$ cat config.mk
export PLATFORM = sky130hd
export DESIGN_NAME = def
export DESIGN_NICKNAME = d
export VERILOG_FILES = /design/src/rtl/def.sv
export SDC_FILE = /design/constraint.sdc
export NUM_CORES = 1
export LEC_CHECK = 0
export ABC_CLOCK_PERIOD_IN_PS = 4000
export CAP_MARGIN = 15
export CORE_MARGIN = 2
export CORE_UTILIZATION = 60
export DETAILED_ROUTE_END_ITERATION = 12
export PLACE_DENSITY_LB_ADDON = 0.08
export SYNTH_ARGS = -nofsm -noshare
export SYNTH_HDL_FRONTEND = slang
export SYNTH_SLANG_ARGS = --single-unit
export TNS_END_PERCENT = 50
$ cat constraint.sdc
create_clock -name clk -period 4 [get_ports clk]
set_clock_uncertainty 0.1 [all_clocks]
set_input_delay 0.8 -clock clk [delete_from_list [all_inputs] [get_ports clk]]
set_output_delay 0.8 -clock clk [all_outputs]
set_load 0.01 [all_outputs]
$ cat src/rtl/def.sv
// Image-RAM address generator for the back-projection datapath.
// After a host kick and a P-cycle pipeline-fill delay, each partition
// sweeps its row strip in raster order and then its column strip in
// column-major order, until every partition has been covered.
module def #(
  parameter int IMAGE_SIZE       = 16,
  parameter int PARTITION_SIZE   = 4,
  parameter int NO_OF_PARTITIONS = 4,
  parameter int ADDR_W           = $clog2(IMAGE_SIZE * IMAGE_SIZE)
) (
  input  logic              clk,
  input  logic              reset_n,
  input  logic              hs_kick,
  input  logic              ir_enable,
  output logic              ir_kick,
  output logic              ir_done,
  output logic [ADDR_W-1:0] ir_addr
);

  localparam int PE_W   = (NO_OF_PARTITIONS > 1) ? $clog2(NO_OF_PARTITIONS) : 1;
  localparam int SCAN_W = (IMAGE_SIZE > 1) ? $clog2(IMAGE_SIZE) : 1;
  localparam int LINE_W = (PARTITION_SIZE > 1) ? $clog2(PARTITION_SIZE) : 1;

  localparam logic [PE_W-1:0]   PE_LAST   = PE_W'(NO_OF_PARTITIONS - 1);
  localparam logic [SCAN_W-1:0] SCAN_LAST = SCAN_W'(IMAGE_SIZE - 1);
  localparam logic [LINE_W-1:0] LINE_LAST = LINE_W'(PARTITION_SIZE - 1);

  localparam logic [ADDR_W-1:0] ROW_STEP   = ADDR_W'(IMAGE_SIZE);
  localparam logic [ADDR_W-1:0] STRIP_X    = ADDR_W'(PARTITION_SIZE * IMAGE_SIZE);
  localparam logic [ADDR_W-1:0] STRIP_Y    = ADDR_W'(PARTITION_SIZE);

  typedef enum logic [1:0] {
    READY  = 2'd0,
    DELAY  = 2'd1,
    ADDR_X = 2'd2,
    ADDR_Y = 2'd3
  } state_t;

  state_t             state_q, state_d;
  logic [PE_W-1:0]    pe_pos_q, pe_pos_d;
  logic [SCAN_W-1:0]  scan_pos_q, scan_pos_d;
  logic [LINE_W-1:0]  line_pos_q, line_pos_d;
  logic [ADDR_W-1:0]  base_q, base_d;
  logic [ADDR_W-1:0]  off_x_q, off_x_d;
  logic [ADDR_W-1:0]  off_y_q, off_y_d;

  logic pe_done, scan_done, line_done;

  assign pe_done   = (pe_pos_q == PE_LAST);
  assign scan_done = (scan_pos_q == SCAN_LAST);
  assign line_done = (line_pos_q == LINE_LAST);

  assign ir_addr = base_q + ((state_q == ADDR_Y) ? off_y_q : off_x_q);

  // State and counter registers with synchronous active-low reset.
  always_ff @(posedge clk) begin
    if (!reset_n) begin
      state_q    <= READY;
      pe_pos_q   <= '0;
      scan_pos_q <= '0;
      line_pos_q <= '0;
      base_q     <= '0;
      off_x_q    <= '0;
      off_y_q    <= '0;
    end else begin
      state_q    <= state_d;
      pe_pos_q   <= pe_pos_d;
      scan_pos_q <= scan_pos_d;
      line_pos_q <= line_pos_d;
      base_q     <= base_d;
      off_x_q    <= off_x_d;
      off_y_q    <= off_y_d;
    end
  end

  // Next-state, counter update and pulse outputs.
  always_comb begin
    state_d    = state_q;
    pe_pos_d   = pe_pos_q;
    scan_pos_d = scan_pos_q;
    line_pos_d = line_pos_q;
    base_d     = base_q;
    off_x_d    = off_x_q;
    off_y_d    = off_y_q;
    ir_kick    = 1'b0;
    ir_done    = 1'b0;

    unique case (state_q)
      READY: begin
        pe_pos_d   = '0;
        scan_pos_d = '0;
        line_pos_d = '0;
        base_d     = '0;
        off_x_d    = '0;
        off_y_d    = '0;
        if (hs_kick) state_d = DELAY;
      end

      DELAY: begin
        pe_pos_d = pe_pos_q + 1'b1;
        if (pe_done) begin
          ir_kick  = 1'b1;
          pe_pos_d = '0;
          off_x_d  = '0;
          off_y_d  = '0;
          base_d   = '0;
          state_d  = ADDR_X;
        end
      end

      ADDR_X: begin
        if (ir_enable) begin
          scan_pos_d = scan_done ? '0 : scan_pos_q + 1'b1;
          if (scan_done) line_pos_d = line_done ? '0 : line_pos_q + 1'b1;
          base_d = base_q + 1'b1;
          if (scan_done && line_done) begin
            base_d  = '0;
            state_d = ADDR_Y;
          end
        end
      end

      ADDR_Y: begin
        if (ir_enable) begin
          scan_pos_d = scan_done ? '0 : scan_pos_q + 1'b1;
          if (scan_done) line_pos_d = line_done ? '0 : line_pos_q + 1'b1;
          // Column-major walk: step a row per scan, restart at the next
          // column of the strip when a column finishes.
          base_d = base_q + ROW_STEP;
          if (scan_done) base_d = ADDR_W'(line_pos_q) + 1'b1;
          if (scan_done && line_done) begin
            base_d   = '0;
            pe_pos_d = pe_pos_q + 1'b1;
            off_x_d  = off_x_q + STRIP_X;
            off_y_d  = off_y_q + STRIP_Y;
            if (pe_done) begin
              state_d = READY;
              ir_done = 1'b1;
            end else begin
              state_d = ADDR_X;
            end
          end
        end
      end

      default: state_d = READY;
    endcase
  end

endmodule

==> results.yml, run 1 <==
finish:
  final-instance-count-excl-fill: 261
  nFillCells: 234
  mostFrequentLayoutCells: "dfxtp_1, nor2_1, o21ai_0, nand2_1, nand3_1"
  diodes: 0
  layout_commonest_cell: "dfxtp_1"
  post-route-util: 0.703
  nets: 247
  design_area_sq_mm: 0.00197
  drive_gt1_frac: 0.0870
  area_delta_synth_final_pct: 10.1
worst_setup_path:
  crit_type: "in -> out"
  worstPathMaxFanout: 12
  crit_family: "buffers and inverters"
  cp_num_buf_inv: 2
  start_kind: "input pin"
  reg2reg_from: "scan_pos_q[1]"
  required_ns: 3.10
  rr_endpoint: "off_y_q[7]"
  cpMostUsedCell: "clkdlybuf4s50_1"
  reg2reg_depth: 5
  endpoint_kind: "output port"
  reg2reg_slack_ns: 1.86
  cpMaxStageDelayCell: "clkdlybuf4s50_1"
  cpPeakStageDelay_ns: 0.68
  startpoint: "ir_enable"
  critical_path_arrival_ns: 2.54
  path_cells: "clkdlybuf4s50_1 > and4_1 > and2_1 > clkdlybuf4s50_1"
clocking:
  htreeDepth: 1
  cts_buffers: 3
  cts_hold_buf: 0
  cts_tree: "yes"
  cts_buffer_depth: 2
  post_cts_resized: 0
  cts.sinks: 26
  clkTransAtPathRegs_ns: 0.14
  cts_root_buffer: "clkbuf_4"
  clock_latency_ns: 0.34
  cts_setup_buffers: 0
synth:
  synthFlopType: "dfxtp_1"
  ys_seq_area_frac: 0.291
  netlist_instances: 222
  async_reset_ff_frac: 0
  syn_avg_cell_area_sq_um: 8.07
  synth_edf_count: 0
  synth_cell_type_count: 57
  yosys_warnings: 0
  synth-seq-cells: 26
  syn_nets: 238
  synthesis.area_sq_mm: 0.00179
sta:
  relSlewSlack: 0.649
  max_slew.worst_pin.slew_ns: 0.526
  setup_viol: 0
  finalSetupTns_ns: 0
  drv_slew: 0
  min_period_ns: 3.44
  rsz0062_at_grt: "false"
  finalHoldViolations: 0
  fin_crit_sh: 0.861
  fmaxAchievable_ghz: 0.290
run_status:
  status: "finished, violations left"
  violations: "design-rule violations"
place:
  post-place-cells: 257
  place_area_sq_mm: 0.00192
  dp.final_hpwl_um: 3030
  port_buffers: 13
  place.gp.congestion: 0.908
hold_path:
  min_from: "pe_pos_q[0]"
  min_to: "pe_pos_q[0]"
  hold-path-cell-count: 2
  hp-class: "reg -> reg"
floorplan:
  die_w_um: 58.6
  num_rows: 19
  io_pins: 14
  fp.dieH_um: 58.6
  dieArea_sq_mm: 0.00344
  initial_utilization: 0.639
  coreArea_sq_mm: 0.00281
grt:
  grt_first_pass_wirelength_um: 6970
  grt_max_degree: 30
  grt_pass1_vias: 1586
  overflow: 0
  antenna_found_initial: 0
  track_usage: 0.259
detailed_routing:
  drt-initial-drc-count: 122
  drc: 2
  via_per_inst: 6.66
  drt_first_pass_iters: 9
  route.vias.total: 1737
  wl_per_cell_um: 15.8
  routed_wl_um: 4120
  ant_nets: 0
pwr:
  peakVddDrop_mv: 0.221
  p_per_area_mw_per_mm2: 251
  p_leak_nw: 0.784
job:
  drv_cap: 0
-- cell families (layout without fill, tap and decap cells) --
kind of cell | after synthesis | in the layout | synth area share
and+or+nand+nor | 90 | 90 | 0.277
DFF | 26 | 26 | 0.291
muxes | 5 | 5 | 0.0300
AOI/OAI and AO/OA | 61 | 61 | 0.224
buffers and inverters | 18 | 26 | 0.0482
adders and majority gates | 12 | 12 | 0.0838
xor gates and xnor gates | 9 | 9 | 0.0440
other | 1 | 1 | 0.00209
-- worst max-delay path by stage --
stage	endpoint	depth (start not counted)
3_3_place_gp	ir_done	4
4_1_cts	ir_done	4
6_report	ir_done	4
5_1_grt	ir_addr[7]	7
2_1_floorplan	ir_addr[7]	9
3_5_place_dp	ir_done	4
-- power breakdown --
| group | switching, mW | internal [mW] |
|---|---|---|
| Clock | 0.0843 | 0.101 |
| Combinational | 0.0293 | 0.0174 |
| Sequential | 0.00207 | 0.261 |
| Total | 0.116 | 0.380 |
-- state kept, by name (all words and copies together), names as in the netlist --
| register | cells |
|---|---|
| base_q | 8 |
| line_pos_q | 2 |
| off_x_q | 2 |
| off_y_q | 6 |
| pe_pos_q | 2 |
| scan_pos_q | 4 |
| state_q | 2 |
-- routing by layer --
metal / wire (um) / part of all wire / GRT usage
met4: 74 / 0.018 / 0.101
met3: 253 / 0.061 / 0.0418
met1: 1770 / 0.43 / 0.332
met5: 0 / 0 / 0
met2: 2020 / 0.49 / 0.437
-- final cells by class --
cell class	count	area, sq um	area share
multi-input combinational	178	1180	0.601
sequential	26	520	0.264
timing repair buffer	16	153	0.0774
tap	31	38.8	0.0197
clock inverter	1	30.0	0.0152
clock buffer	3	22.5	0.0114
inverter	6	22.5	0.0114
-- worst reg2reg max path, cell delays in order (launching register included) --
cell and delay [ns]:
dfxtp_1 0.40, ha_1 0.33, nand4_2 0.26, a211o_1 0.47, o31a_1 0.33, o21ba_1 0.17
-- cell usage after synthesis (2+ instances only) --
cell / count / area (sq um)
nand3_1: 15 / 75.1
dfxtp_1: 26 / 521
o21ai_0: 16 / 80.1
nand2_1: 15 / 56.3
or3_1: 3 / 18.8
buf_2: 3 / 15.0
inv_1: 6 / 22.5
and2_1: 2 / 12.5
xnor2_1: 7 / 61.3
mux2i_1: 2 / 20.0
a21o_1: 2 / 15.0
ha_1: 12 / 150
nor3_1: 6 / 30.0
o211ai_1: 2 / 15.0
xor2_1: 2 / 17.5
and4_1: 3 / 26.3
nor2b_1: 3 / 18.8
a31oi_1: 6 / 37.5
mux2_2: 3 / 33.8
a311oi_1: 2 / 17.5
nor4_1: 2 / 12.5
and3_1: 7 / 43.8
clkbuf_1: 6 / 22.5
nand4_1: 5 / 31.3
and2b_2: 2 / 17.5
a21oi_1: 13 / 65.1
a22oi_1: 4 / 30.0
nor2_1: 17 / 63.8
a21boi_0: 2 / 15.0
-- through the flow --
step,hold slack [ns],setup WS (ns),power [mW]
after CTS,0.402,0.582,0.497
after global routing,0.421,0.469,0.512
after floorplan,0.347,0.953,0.301
after global placement,0.355,0.601,0.313
final,0.394,0.556,0.496
after detailed placement,0.383,0.587,0.314
Power figures use the tool's default switching activity.
==> run 2: changes to the inputs <==
--- a/config.mk
+++ b/config.mk
@@ -5,10 +5,10 @@
 export SDC_FILE = /design/constraint.sdc
 export NUM_CORES = 1
 export LEC_CHECK = 0
-export ABC_CLOCK_PERIOD_IN_PS = 4000
+export ABC_CLOCK_PERIOD_IN_PS = 3100
 export CAP_MARGIN = 15
 export CORE_MARGIN = 2
-export CORE_UTILIZATION = 60
+export CORE_UTILIZATION = 52
 export DETAILED_ROUTE_END_ITERATION = 12
 export PLACE_DENSITY_LB_ADDON = 0.08
 export SYNTH_ARGS = -nofsm -noshare
==> constraint.sdc (replaced) <==
create_clock -name clk -period 3.1 [get_ports clk]
set_clock_uncertainty 0.1 [all_clocks]
set_input_delay 0.62 -clock clk [delete_from_list [all_inputs] [get_ports clk]]
set_output_delay 0.62 -clock clk [all_outputs]
set_load 0.01 [all_outputs]
==> run 2 against run 1 <==
The run now ends clean. Clock power down 6%. First-iteration DRC count down 2.5%. Combinational power up 33%.
==> results.yml, run 2 (synthesis results as in run 1) <==
sta:
  min_period_ns: 2.93
  max_slew.worst_pin.slew_ns: 0.549
  drv_slew: 0
  fmaxAchievable_ghz: 0.341
  finalSetupTns_ns: 0
  finalHoldViolations: 0
  setup_viol: 0
  rsz0062_at_grt: "false"
  fin_ws_ns: 0.168
  relSlewSlack: 0.634
  fin_crit_sh: 0.946
finish:
  mostFrequentLayoutCells: "dfxtp_1, nor2_1, o21ai_0, nand2_1, nand3_1"
  nets: 250
  area_delta_synth_final_pct: 12.1
  nFillCells: 325
  diodes: 0
  reg_top3: "base_q x8, off_y_q x6, scan_pos_q x4"
  layout_commonest_cell: "dfxtp_1"
  max_flop_register: "base_q"
  design_area_sq_mm: 0.00201
  drive_gt1_frac: 0.107
  largest_reg_flops: 8
place:
  pre_cts_slack_ns: 0.295
  place.gp.congestion: 0.932
  dp.final_hpwl_um: 3040
  place_area_sq_mm: 0.00196
  port_buffers: 13
floorplan:
  num_rows: 21
  io_pins: 14
  fp.dieH_um: 62.7
  initial_utilization: 0.541
  die_w_um: 62.7
  dieArea_sq_mm: 0.00393
  coreArea_sq_mm: 0.00331
pwr:
  p_sw_mw: 0.143
  power_mw: 0.575
  power_frac_comb: 0.108
  swShare: 0.249
  p_int_mw: 0.432
  clkPwrFrac: 0.302
  p_seq_frac: 0.590
  p_leak_nw: 0.833
  p_per_area_mw_per_mm2: 286
  peakVddDrop_mv: 0.158
worst_setup_path:
  critical_path_arrival_ns: 2.21
  required_ns: 2.38
  crit_type: "reg -> out"
  worstPathMaxFanout: 8
  endpoint_kind: "output port"
  start_kind: "flip-flop"
clocking:
  cts_hold_buf: 0
  clock_latency_ns: 0.33
  cts_setup_buffers: 0
  cts_buffers: 3
  cts_tree: "yes"
  clkTransAtPathRegs_ns: 0.15
  cts.sinks: 26
  cts_buffer_depth: 2
  htreeDepth: 1
  cts_root_buffer: "clkbuf_4"
run_status:
  status: "finished, final reports clean"
detailed_routing:
  ant_nets: 0
  route.vias.total: 1734
  drc: 0
  drt_first_pass_iters: 4
  via_per_inst: 6.22
  routed_wl_um: 4090
  drt-initial-drc-count: 119
  wl_per_cell_um: 14.6
grt:
  grtUsageMet1: 0.287
  antenna_found_initial: 0
  grt_use_met2: 0.382
  track_usage: 0.222
  grt_first_pass_wirelength_um: 7240
  overflow: 0
  grt_max_degree: 30
  met3_usage: 0.0414
  grt_pass1_vias: 1651
  top_usage_layer: "met2"
job:
  drv_cap: 0
hold_path:
  hp-class: "reg -> reg"
[run 2: cell count changes in the layout (fill, tap and decap cells not counted), sizes merged]
cell and delta:
buf +3, clkdlybuf4s50 -3, dlygate4sd2 +1, bufinv -1, clkbuf +1, dlymetal6s2s +2
[run 2: metal layers]
| layer | vias to the layer above | part of all wire |
|---|---|---|
| li1 | 852 | - |
| met1 | 822 | 0.45 |
| met2 | 50 | 0.49 |
| met3 | 10 | 0.056 |
| met4 | 0 | 0.010 |
| met5 | - | 0 |
[run 2: critical path: stages (launching register included)]
cell and delay, ns:
dfxtp_1 0.42, ha_1 0.25, and4_4 0.31, and4_1 0.22, and2_1 0.14, clkdlybuf4s50_1 0.54
[run 2: path summary, 6_finish.rpt]
| path | start | end | slack, ns | cells past startpoint |
|---|---|---|---|---|
| hold / removal | pe_pos_q[1] | pe_pos_q[1] | 0.40 | 2 |
| setup reg to reg | line_pos_q[0] | off_y_q[6] | 1.01 | 5 |
| setup / recovery | line_pos_q[0] | ir_done | 0.17 | 5 |
| hold reg to reg | pe_pos_q[1] | pe_pos_q[1] | 0.40 | 2 |
[run 2: timing repair]
action	CTS	global route
resized for setup	1	5
setup endpoints to repair	1	3
pin swaps	0	0
[run 2: final cells by class]
class                           count  area, sq um  area share
Multi-Input combinational cell    178         1190       0.594
Inverter                            6         22.5      0.0112
Timing Repair Buffer               19          179      0.0891
Clock buffer                        4         36.3      0.0181
Tap cell                           46         57.6      0.0287
Sequential cell                    26          520       0.259
[run 2: power by group through the flow]
stage | sequential (mW) | combinational (mW) | clock, mW
floorplan | 0.346 | 0.0423 | 0
global placement | 0.346 | 0.0594 | 0
global route | 0.340 | 0.0688 | 0.191
finish | 0.339 | 0.0623 | 0.174
CTS | 0.339 | 0.0618 | 0.175
detailed placement | 0.346 | 0.0617 | 0
[run 2: metrics by stage]
stage / cells / hold WS (ns) / utilization
floorplan: 222 / 0.347 / -
global placement: 275 / 0.356 / 0.592
global route: 279 / 0.426 / 0.607
finish: 279 / 0.397 / 0.607
detailed placement: 275 / 0.381 / 0.592
CTS: 279 / 0.399 / 0.603
==> patch 1 (settings of run 2) <==
Make the reset (`reset_n`) asynchronous in one clocked block. Comments in the files are not updated.
--- a/src/rtl/def.sv
+++ b/src/rtl/def.sv
@@ -54,5 +54,5 @@
 
   // State and counter registers with synchronous active-low reset.
-  always_ff @(posedge clk) begin
+  always_ff @(posedge clk or negedge reset_n) begin
     if (!reset_n) begin
       state_q    <= READY;
Formal check against the unedited RTL: differs if reset_n is asserted again (counterexample within 10 cycles, from zero or initial values and one cycle with reset_n low); with reset_n held inactive, the same outputs for 10 cycles.
==> patch 1 against run 2 <==
Synthesized cell count fell by 8.6%. Setup slack lost 0.79 ps. Critical path type unchanged. Area after synthesis up 5.1%. Register-to-register slack improved by 60 ps. Wire length decreased by 5.4%. Sequential cell count is the same. Hold slack better by 26 ps. Largest cell class unchanged. Die area increased by 4.8%. Design area is 4.7% higher.
Power is not compared: it rests on default switching activity, and its combinational part moved more than twofold at a synthesized area within 25%.
==> patch 1: results (changes against run 2) <==
outcome: complete, no violations
pre-CTS setup slack: 197 ps (-98.5 ps)
sequential fraction of the synthesis area: 34.6% (+5.5 points)
hold path cells: 1 (-1)
adder-cell share of the synthesized area: 7.97% (-0.41 points)
Synth Area in XOR/XNOR: 4.65% (+0.25 points)
Post-Place Cell Area: 2010 sq um (+2.3%)
Initial DRC Count: 87 (-27%)
most common library cells after synthesis: dfrtp_1, nand2_1, o21ai_0
global-route usage over all layers: 20.8% (-1.3 points)
largest cells by area after synthesis: dfrtp_1, ha_1, nand2_1, buf_6, mux2i_1
vias in the first global route: 1445 (-12%)
CP Max Fanout: 4 (-4)
Compound-Gate Fraction of Synth Area: 20.9% (-1.6 points)
worst skew pair latency: 310 ps (-20 ps)
post-synthesis mux area share: 5.65% (+2.6 points)
GR Util met2: 33.1% (-5.1 points)
largest net degree at the start of global routing: 27 (-10%)
Synth Net Count: 219 (-8.0%)
share of layout cells above drive strength 1: 13.9% (+3.2 points)
first-pass GRT wire length: 6.92 mm (-4.4%)
Post-Route WL: 3.87 mm (-5.4%)
Fillers: 301 (-7.4%)
most common flop cell mapped by yosys: dfrtp_1
DR vias: 1567 (-9.6%)
Nets: 233 (-6.8%)
met1 track demand over resource: 30.4% (+1.7 points)
met3 Use GR: 2.99% (-1.2 points)
dpl hpwl: 2.83 mm (-7.0%)
First-pass DRT Iterations: 6 (+2)
CTS clk-pin slew, worst paths: 140 ps
Buffers on Ports: 13 (unchanged)
Synth cell types: 54 (-5.3%)
maximum clock path buffer count: 2 (unchanged)
RD Place Congestion: 0.884 (-5.1%)
Synth async-reset ratio: 100% (+100 points)
-- patch 1: cell count changes after synthesis, moves of 7 or more --
cell	run 2	this run
buf_6	0	7
dfrtp_1	0	26
dfxtp_1	26	0
nand2_1	15	25
nor2_1	17	9
-- patch 1: path summary, 6_finish.rpt --
check / from / end / slack, ps
min in group asynchronous: reset_n / base_q[0] / 550
min: pe_pos_q[1] / pe_pos_q[1] / 420
min reg2reg: pe_pos_q[1] / pe_pos_q[1] / 420
max in group asynchronous: reset_n / off_x_q[7] / 2100
max reg2reg: line_pos_q[0] / base_q[7] / 1070
max: off_y_q[2] / ir_addr[4] / 170
-- patch 1: area by class of cell --
class                   instances  area, sq um  share of cell area (%)
repair buffers                 21          190                    9.04
inverters                       5         18.8                   0.892
flip-flops and latches         26          651                    30.9
clock buffers                   4         36.3                    1.73
multi-input cells             160         1150                    54.7
well taps                      46         57.6                    2.74
-- patch 1: kinds of logic after synthesis --
group,count (synthesis)
adders and majority gates,12
xor gates and xnor gates,10
muxes,10
buffers and inverters,17
other,1
AOI/OAI and AO/OA,55
and+or+nand+nor,72
DFF,26
-- patch 1: worst max-delay path, delay by kind of cell, from the launching register on --
| kind | cells | cell delay, ps |
|---|---|---|
| fa+ha+maj | 1 | 250 |
| simple gates | 3 | 380 |
| xor+xnor | 1 | 120 |
| compound gates | 1 | 150 |
| buf+inv | 1 | 550 |
| flops | 1 | 440 |
-- patch 1: stage by stage --
stage / instances / total power (W) / utilization [%]
final: 262 / 0.00163 / 61.6
after global routing: 262 / 0.00178 / 61.6
after CTS: 259 / 0.00161 / 60.7
after detailed placement: 255 / 0.00142 / 58.7
after global placement: 255 / 0.00139 / 58.7
after floorplan: 203 / 0.00119 / -
-- patch 1: layer usage --
layer  part of all wire, %  vias to the layer above  routed length, microns
met5                     0                        -                       0
li1                      -                      772                       -
met3                   2.6                        2                     101
met4                  0.39                        0                      15
met2                    47                       27                    1820
met1                    50                      766                    1930
-- patch 1: report_power, final --
part | internal (W) | switching [W] | leakage (nW)
combinational | 0.000450 | 0.000409 | 0.604
clock | 0.0000717 | 0.000100 | 0.0210
sequential | 0.000449 | 0.000152 | 0.327
-- patch 1: what timing repair did --
| action | CTS | global route |
|---|---|---|
| gates resized for setup | 6 | 2 |
| setup buffers | 0 | 3 |
| pin swaps | 1 | 0 |
| setup endpoints to repair | 2 | 1 |
==> patch 2 (flow settings as in run 2) <==
Made on the original files. Change the parameter `NO_OF_PARTITIONS` from 4 to 2.
--- a/src/rtl/def.sv
+++ b/src/rtl/def.sv
@@ -6,5 +6,5 @@
   parameter int IMAGE_SIZE       = 16,
   parameter int PARTITION_SIZE   = 4,
-  parameter int NO_OF_PARTITIONS = 4,
+  parameter int NO_OF_PARTITIONS = 2,
   parameter int ADDR_W           = $clog2(IMAGE_SIZE * IMAGE_SIZE)
 ) (
Behaviour: not the same (Yosys sat finds a counterexample within 4 cycles, from zero or initial values and one cycle with reset_n low).
==> patch 2 against run 2 <==
Sequential cell count down 1. Non-clock buffer count unchanged. Area after synthesis down 6.8%. Design area down 6.7%. Wire length down 11%. Power down 7.2%. Critical endpoint is now ir_addr[7]. Largest power group unchanged. Cell count down 6.8%. Setup slack better by 11 ps.
==> patch 2: results (changes against run 2) <==
outcome: complete, no violations
metal3 WL: 126 microns (-45%)
CP Max Fanout: 5 (-3)
global-route usage over all layers: 21.3% (-0.84 points)
PwrDens: 285 nW/um^2 (-0.48%)
pre-CTS setup slack: 244 ps (-51.7 ps)
largest net degree at the start of global routing: 19 (-37%)
Compound-Gate Fraction of Synth Area: 21.4% (-0.98 points)
Initial DRC Count: 69 (-42%)
Worst R2R Start: state_q[1]
kind of cell adding the most delay to the critical path: compound AO/OA/AOI/OAI gates
Post-Route WL: 3.62 mm (-11%)
dpl hpwl: 2.75 mm (-9.7%)
Synth Net Count: 220 (-7.6%)
Pleak: 0.853 nW (+2.4%)
RD Place Congestion: 0.819 (-12%)
Nets: 234 (-6.4%)
Post-Syn Instances: 203 (-8.6%)
Crit-path slowest cell: dfxtp_1
wire length on met1: 1.78 mm (-2.0%)
dpl cells: 256 (-6.9%)
Post-Place Cell Area: 1840 sq um (-6.0%)
FF-to-FF setup slack: 1090 ps (+80 ps)
CTS clk-pin slew, worst paths: 130 ps (-20 ps)
most common library cells after synthesis: dfxtp_1, nor2_1, a21oi_1
Hold Path Origin: line_pos_q[1]
worst skew pair latency: 310 ps (-20 ps)
Synth Area in XOR/XNOR: 4.72% (+0.32 points)
[patch 2: timing repair]
item | CTS | global route
setup endpoints to repair | 2 | 1
hold buffers | 0 | 0
resized for setup | 3 | 2
[patch 2: routing by layer]
layer / up-vias / track usage [%]
met5: - / 0
met2: 26 / 33.5
met4: 0 / 6.52
met1: 708 / 30.6
li1: 768 / -
met3: 2 / 2.77
[patch 2: final cells by class]
| type | count | share of cell area (%) |
|---|---|---|
| multi-input combinational | 162 | 58.5 |
| sequential | 25 | 26.7 |
| tap | 44 | 2.94 |
| clock buffer | 4 | 1.40 |
| inverter | 6 | 1.20 |
| timing repair buffer | 19 | 9.22 |
[patch 2: power breakdown]
| group | switching (W) | internal (W) | total [W] |
|---|---|---|---|
| registers | 0.00000393 | 0.000324 | 0.000328 |
| clock network | 0.0000946 | 0.0000502 | 0.000145 |
| logic | 0.0000357 | 0.0000251 | 0.0000608 |
